### src/rtl/banked_rf_pkg.sv
// Shared types and helpers for banked_reg_file.
// Provides the clear-engine state type and the derived-size helpers.
// phys_idx is the single logical-to-physical mapping used by the read, write and clear paths.
package banked_rf_pkg;

  typedef enum logic [1:0] {
    IDLE  = 2'd0,
    CLEAR = 2'd1,
    DONE  = 2'd2
  } clr_state_t;

  // Number of banked entries per bank.
  function automatic int calc_bsz(input int aw, input int nglobal);
    return (1 << aw) - nglobal;
  endfunction

  // Total physical depth: globals plus every bank.
  function automatic int calc_depth(input int aw, input int nglobal, input int nbank);
    return nglobal + nbank * calc_bsz(aw, nglobal);
  endfunction

  // Index width for n entries, never narrower than one bit.
  function automatic int idx_width(input int n);
    return (n > 1) ? $clog2(n) : 1;
  endfunction

  // Globals map straight through; banked addresses land in the bank's slice.
  function automatic int phys_idx(input int addr, input int bank,
                                  input int nglobal, input int bsz);
    if (addr < nglobal) return addr;
    return nglobal + bank * bsz + (addr - nglobal);
  endfunction

endpackage

### src/rtl/rf_clear_fsm.sv
// Bank-clear engine: walks one bank entry per cycle, then pulses done.
// Ports: clr_req/clr_bank start a clear; clr_we/clr_idx drive the zero write;
//        clr_busy covers CLEAR and DONE; clr_done pulses for one cycle.
module rf_clear_fsm
  import banked_rf_pkg::*;
#(
  parameter int NGLOBAL = 2,
  parameter int NBANK   = 3,
  parameter int BSZ     = 6,
  parameter int BW      = 2,
  parameter int CW      = 3,
  parameter int PIW     = 5
) (
  input  logic           clk,
  input  logic           reset,
  input  logic           clr_req,
  input  logic [BW-1:0]  clr_bank,
  output logic           clr_we,
  output logic [PIW-1:0] clr_idx,
  output logic           clr_busy,
  output logic           clr_done
);

  clr_state_t    state;
  logic [CW-1:0] cnt;
  logic [BW-1:0] lbank;

  // Counter offset is treated as a logical address just past the globals.
  assign clr_idx = PIW'(phys_idx(NGLOBAL + int'(cnt), int'(lbank), NGLOBAL, BSZ));

  always_ff @(posedge clk) begin
    if (reset) begin
      state    <= IDLE;
      cnt      <= '0;
      lbank    <= '0;
      clr_we   <= 1'b0;
      clr_busy <= 1'b0;
      clr_done <= 1'b0;
    end else begin
      unique case (state)
        IDLE: begin
          // Out-of-range banks are dropped silently.
          if (clr_req && (int'(clr_bank) < NBANK)) begin
            lbank    <= clr_bank;
            cnt      <= '0;
            state    <= CLEAR;
            clr_we   <= 1'b1;
            clr_busy <= 1'b1;
          end
        end
        CLEAR: begin
          if (cnt == CW'(BSZ - 1)) begin
            cnt      <= '0;
            state    <= DONE;
            clr_we   <= 1'b0;
            clr_done <= 1'b1;
          end else begin
            cnt <= cnt + 1'b1;
          end
        end
        DONE: begin
          state    <= IDLE;
          clr_busy <= 1'b0;
          clr_done <= 1'b0;
        end
        default: begin
          state    <= IDLE;
          clr_we   <= 1'b0;
          clr_busy <= 1'b0;
          clr_done <= 1'b0;
        end
      endcase
    end
  end

endmodule

### src/rtl/banked_reg_file.sv
// Banked register file: 2^AW logical window over NGLOBAL shared + NBANK*BSZ banked entries.
// Ports: write_en/waddr/data_in write port; raddrA/raddrB combinational reads; accum = physical 0;
//        bank = active bank; clr_req/clr_bank/clr_busy/clr_done drive the bank-clear engine.
// Optional macro BANKED_RF_BYPASS_EN: same-cycle write/clear data is forwarded to the read ports.
module banked_reg_file
  import banked_rf_pkg::*;
#(
  parameter int W        = 8,
  parameter int AW       = 3,
  parameter int NGLOBAL  = 2,
  parameter int NBANK    = 3,
  parameter int BSEL_REG = 1,
  localparam int BW      = idx_width(NBANK)
) (
  input  logic          clk,
  input  logic          reset,
  input  logic          write_en,
  input  logic [AW-1:0] raddrA,
  input  logic [AW-1:0] raddrB,
  input  logic [AW-1:0] waddr,
  input  logic [W-1:0]  data_in,
  output logic [W-1:0]  data_outA,
  output logic [W-1:0]  data_outB,
  output logic [W-1:0]  accum,
  output logic [BW-1:0] bank,
  input  logic          clr_req,
  input  logic [BW-1:0] clr_bank,
  output logic          clr_busy,
  output logic          clr_done
);

  localparam int BSZ   = calc_bsz(AW, NGLOBAL);
  localparam int DEPTH = calc_depth(AW, NGLOBAL, NBANK);
  localparam int CW    = idx_width(BSZ);
  localparam int PIW   = idx_width(DEPTH);

  logic [W-1:0]   rf [DEPTH];
  logic [W-1:0]   bsel_val;
  logic [BW-1:0]  cur_bank;
  logic [PIW-1:0] ridx_a, ridx_b, widx, clr_idx;
  logic           clr_we;

  // A select value outside the bank range falls back to bank 0.
  assign bsel_val = rf[BSEL_REG];
  always_comb begin
    cur_bank = '0;
    if (int'(bsel_val) < NBANK) cur_bank = bsel_val[BW-1:0];
  end
  assign bank = cur_bank;

  assign ridx_a = PIW'(phys_idx(int'(raddrA), int'(cur_bank), NGLOBAL, BSZ));
  assign ridx_b = PIW'(phys_idx(int'(raddrB), int'(cur_bank), NGLOBAL, BSZ));
  assign widx   = PIW'(phys_idx(int'(waddr),  int'(cur_bank), NGLOBAL, BSZ));

  rf_clear_fsm #(
    .NGLOBAL (NGLOBAL),
    .NBANK   (NBANK),
    .BSZ     (BSZ),
    .BW      (BW),
    .CW      (CW),
    .PIW     (PIW)
  ) u_clr (
    .clk      (clk),
    .reset    (reset),
    .clr_req  (clr_req),
    .clr_bank (clr_bank),
    .clr_we   (clr_we),
    .clr_idx  (clr_idx),
    .clr_busy (clr_busy),
    .clr_done (clr_done)
  );

  // Port write is ordered after the clear so it wins on a shared index.
  always_ff @(posedge clk) begin
    if (reset) begin
      for (int i = 0; i < DEPTH; i++) rf[i] <= '0;
    end else begin
      if (clr_we)   rf[clr_idx] <= '0;
      if (write_en) rf[widx]    <= data_in;
    end
  end

`ifdef BANKED_RF_BYPASS_EN
  assign data_outA = (write_en && ridx_a == widx)    ? data_in :
                     (clr_we   && ridx_a == clr_idx) ? '0      : rf[ridx_a];
  assign data_outB = (write_en && ridx_b == widx)    ? data_in :
                     (clr_we   && ridx_b == clr_idx) ? '0      : rf[ridx_b];
`else
  assign data_outA = rf[ridx_a];
  assign data_outB = rf[ridx_b];
`endif

  assign accum = rf[0];

endmodule

### config.mk
export PLATFORM = sky130hd
export DESIGN_NAME = banked_reg_file
export DESIGN_NICKNAME = d
export VERILOG_FILES = /design/src/rtl/banked_rf_pkg.sv /design/src/rtl/rf_clear_fsm.sv /design/src/rtl/banked_reg_file.sv
export SDC_FILE = /design/constraint.sdc
export NUM_CORES = 1
export LEC_CHECK = 0
export ABC_AREA = 0
export BUFFER_PORTS_ARGS = -buffer_cell sky130_fd_sc_hd__buf_2
export CORE_MARGIN = 5
export CORE_UTILIZATION = 50
export CTS_CLUSTER_DIAMETER = 60
export DETAILED_ROUTE_END_ITERATION = 16
export PLACE_DENSITY = 0.66
export SYNTH_ARGS = -nofsm -noshare
export SYNTH_HDL_FRONTEND = slang
export SYNTH_SLANG_ARGS = --single-unit
### constraint.sdc
create_clock -name clk -period 8 [get_ports clk]
set_input_delay 1.6 -clock clk [delete_from_list [all_inputs] [get_ports clk]]
set_output_delay 1.6 -clock clk [all_outputs]
set_load 0.02 [all_outputs]
==> impl_metrics.py <==
metrics = {
    "drt": {
        "drt-total-wl_um": 48200,
        "detail_route.vias_per_cell": 6.47,
        "total_via_count_in_the_routed_design": 11087,
        "drt_iter0_markers": 1403,
        "drt_pass1_iterations": 5,
        "antenna_left": 0,
        "route.detailed.drc": 0,
        "routed_wire_length_per_instance_um": 28.1,
    },
    "worst_setup_path": {
        "source_of_the_critical_timing_path": "rf[1][3]",
        "crit_required_ns": 6.40,
        "crit_fanout": 38,
        "crit_path_start_kind": "flop",
        "regToRegEndpoint": "rf[24][6]",
        "critPathMaxStageDelay_ns": 0.77,
        "critPathKind": "flop to output pin",
        "cp_cell_instances": "nor4_1 -> nand4b_1 -> ha_1 -> inv_1 -> fa_1 -> or2_1 -> nand2_4 -> and3_1 -> a2111oi_0 -> o41ai_1 -> o311ai_0 -> buf_2",
        "r2r_startpoint": "rf[1][3]",
        "reg2regPathDepth": 12,
        "worstPathArrival_ns": 5.42,
        "reg2reg_setup_slack_ns": 3.18,
        "library_cell_contributing_the_largest_single_delay_on_the_critical_path": "o41ai_1",
        "cp-end-kind": "output pin",
    },
    "clock_tree": {
        "number_of_buffers_between_clock_root_and_the_deepest_sink": 3,
        "buffers_inserted_during_post_cts_setup_optimization": 0,
        "cts.hold.buffers_added": 0,
        "htree_num_levels": 1,
        "tritoncts_buffers": 30,
        "cts-root-buf": "clkbuf_16",
        "cts_tree": "yes",
        "cts.sinks": 266,
        "insertion_delay_ns": 0.56,
        "path_clk_slew_ns": 0.06,
        "cts_repair_resize_count": 0,
    },
    "grt": {
        "grtUsageTotal": 0.271,
        "antenna_found_initial": 1,
        "grt_first_pass_wirelength_um": 71500,
        "grt_max_degree": 65,
        "grt-ovfl-total": 0,
        "first_global_vias": 10765,
    },
    "yosys": {
        "syn_area_mm2": 0.0156,
        "synth.ff_latch_count": 266,
        "synth_nets": 1328,
        "synthDistinctLibCells": 59,
        "post_synth_inst_count": 1281,
        "yosys_warnings": 0,
        "synth_edf_count": 256,
        "post-synth-top-area-fraction": 0.492,
        "synth_sequential_area_ratio": 0.505,
        "synthFlopType": "edfxtp_1",
        "yosysTopAreaCell": "edfxtp_1",
        "syn_area_per_cell_um2": 12.2,
        "post_synth_main_area_contributors": "edfxtp_1, mux4_2, and2_1",
        "synth_async_sr_flop_share": 0,
    },
    "placement": {
        "dpl_worst_slack_ns": 1.14,
        "buffer_ports.inserted": 50,
        "numPlacedInstances": 1658,
        "placer_congestion": 0.987,
        "placedInstanceArea_mm2": 0.0161,
        "place.detailed.hpwl_um": 33100,
    },
    "power": {
        "power.share.clock": 0.379,
        "comb_power_share": 0.183,
        "seq_power_share": 0.438,
        "p_sw_mw": 1.03,
        "pwr_total_mw": 3.63,
        "static-leakage-power_nw": 6.19,
        "power.share.switching": 0.283,
        "cell_internal_pwr_mw": 2.60,
        "power.density_mw_per_mm2": 213,
        "vdd.ir_drop.worst_uv": 184,
    },
    "timing": {
        "maxClockFrequency_mhz": 142,
        "final.period_utilization": 0.878,
        "final_max_slew_viol_count": 0,
        "report.final.setup_viol": 0,
        "period_needed_ns": 7.02,
        "tightest_slew_ns": 1.36,
        "final_critical_path_setup_slack_ns": 0.979,
        "rsz0062_at_grt": "no",
        "setup_total_negative_slack_ns": 0,
        "timing_hold_violations_final": 0,
        "final_hold_slack_ns": 0.502,
        "final_worst_clock_skew_ns": 0.0183,
        "slew_headroom": 0.0949,
    },
    "die": {
        "boundaryPins": 51,
        "fp.dieW_um": 187,
        "core_area_mm2": 0.0307,
        "die_y_um": 187,
        "rows": 64,
        "initial_core_utilization": 0.508,
        "design.die.area_mm2": 0.0349,
    },
    "final_layout": {
        "post-route-util": 0.555,
        "most_common_library_cell_in_the_layout_ignoring_fill_and_taps": "and2_1",
        "flow.area_growth_from_synthesis_pct": 9.25,
        "multi_input_comb_area_mm2": 0.00720,
        "drive_above_1_share": 0.165,
        "antenna_cells": 0,
        "layout.filler_cells": 2604,
        "layout.cells.most_common_list": "and2_1, edfxtp_1, nand2_1",
        "area.sequential_mm2": 0.00789,
        "nets": 1341,
        "stdcell_area_mm2": 0.0171,
        "stdcell_count": 1714,
    },
    "worst_hold_path": {
        "min-delay-path-class": "flop to flop",
        "hold_path.startpoint": "u_clr.cnt[2]",
        "whs_path_depth": 2,
        "min_delay_worst_endpoint": "u_clr.cnt[2]",
    },
    "job": {
        "max_cap_viol_count": 0,
    },
    "status": {
        "run_status": "finished, final reports clean",
    },
}
## cell usage after synthesis, types with 7 or more instances
cell type	instances
and2_1	258
edfxtp_1	256
nand2_1	139
mux4_2	85
mux2i_1	64
nand3_1	58
nor2_1	52
clkbuf_1	47
a211oi_1	28
inv_1	22
a211o_1	20
ha_1	20
buf_2	19
nor3_1	17
and3_1	16
o22ai_1	13
a21oi_1	12
a31oi_1	11
buf_6	10
dfxtp_1	10
or3_1	10
a22o_1	9
o31ai_1	8
o21bai_1	7
## power by group through the flow
stage	combinational, mW	sequential [mW]	clock (mW)
after floorplan	0.455	1.60	0
final	0.664	1.59	1.38
after global routing	0.702	1.59	1.44
after detailed placement	0.649	1.62	0
after global placement	0.644	1.61	0
after CTS	0.653	1.59	1.39
## worst max-delay path, delay by kind of cell (launching register included)
family,cells,cell delay [ns]
adder cells (fa/ha/maj),2,0.74
AO/OA/AOI/OAI,3,1.20
buffers and inverters,2,0.32
AND/OR/NAND/NOR,5,2.08
flip-flops,1,0.47
## how the worst max path moves through the flow
stage,endpoint,cells past startpoint,slack (ns)
after floorplan,data_outB[6],11,2.02
after detailed placement,data_outB[6],10,1.14
after global placement,data_outB[1],10,1.19
after global routing,data_outB[6],12,0.87
final,data_outB[6],12,0.98
after CTS,data_outB[6],12,1.06
## cells by family (layout without fill, tap and decap cells)
group | after synthesis | after routing | synth area share
AO/OA/AOI/OAI | 134 | 134 | 0.0632
XOR/XNOR | 9 | 9 | 0.00505
AND/OR/NAND/NOR | 585 | 585 | 0.203
buffers and inverters | 110 | 147 | 0.0357
adder cells (fa/ha/maj) | 24 | 24 | 0.0212
flip-flops | 266 | 266 | 0.505
multiplexers | 153 | 153 | 0.167
## per-layer routing
metal,track usage,wire (µm)
met3,0.0815,5680
met5,0,0
met1,0.380,19400
met2,0.407,21200
met4,0.0944,1900
## cell type report
| cell class | count | area share |
|---|---|---|
| sequential | 266 | 0.462 |
| multi-input combinational | 905 | 0.422 |
| clock buffer | 36 | 0.0466 |
| tap | 396 | 0.0290 |
| timing repair buffer | 69 | 0.0245 |
| clock inverter | 20 | 0.0105 |
| inverter | 22 | 0.00484 |
## sequential cells by signal, summed over array words and instances, names as in the netlist
signal	count
rf	256
u_clr.cnt	3
u_clr.lbank	2
u_clr.state	2
u_clr.clr_busy	1
u_clr.clr_done	1
u_clr.clr_we	1
No activity file was read; power rests on OpenSTA's default activity.
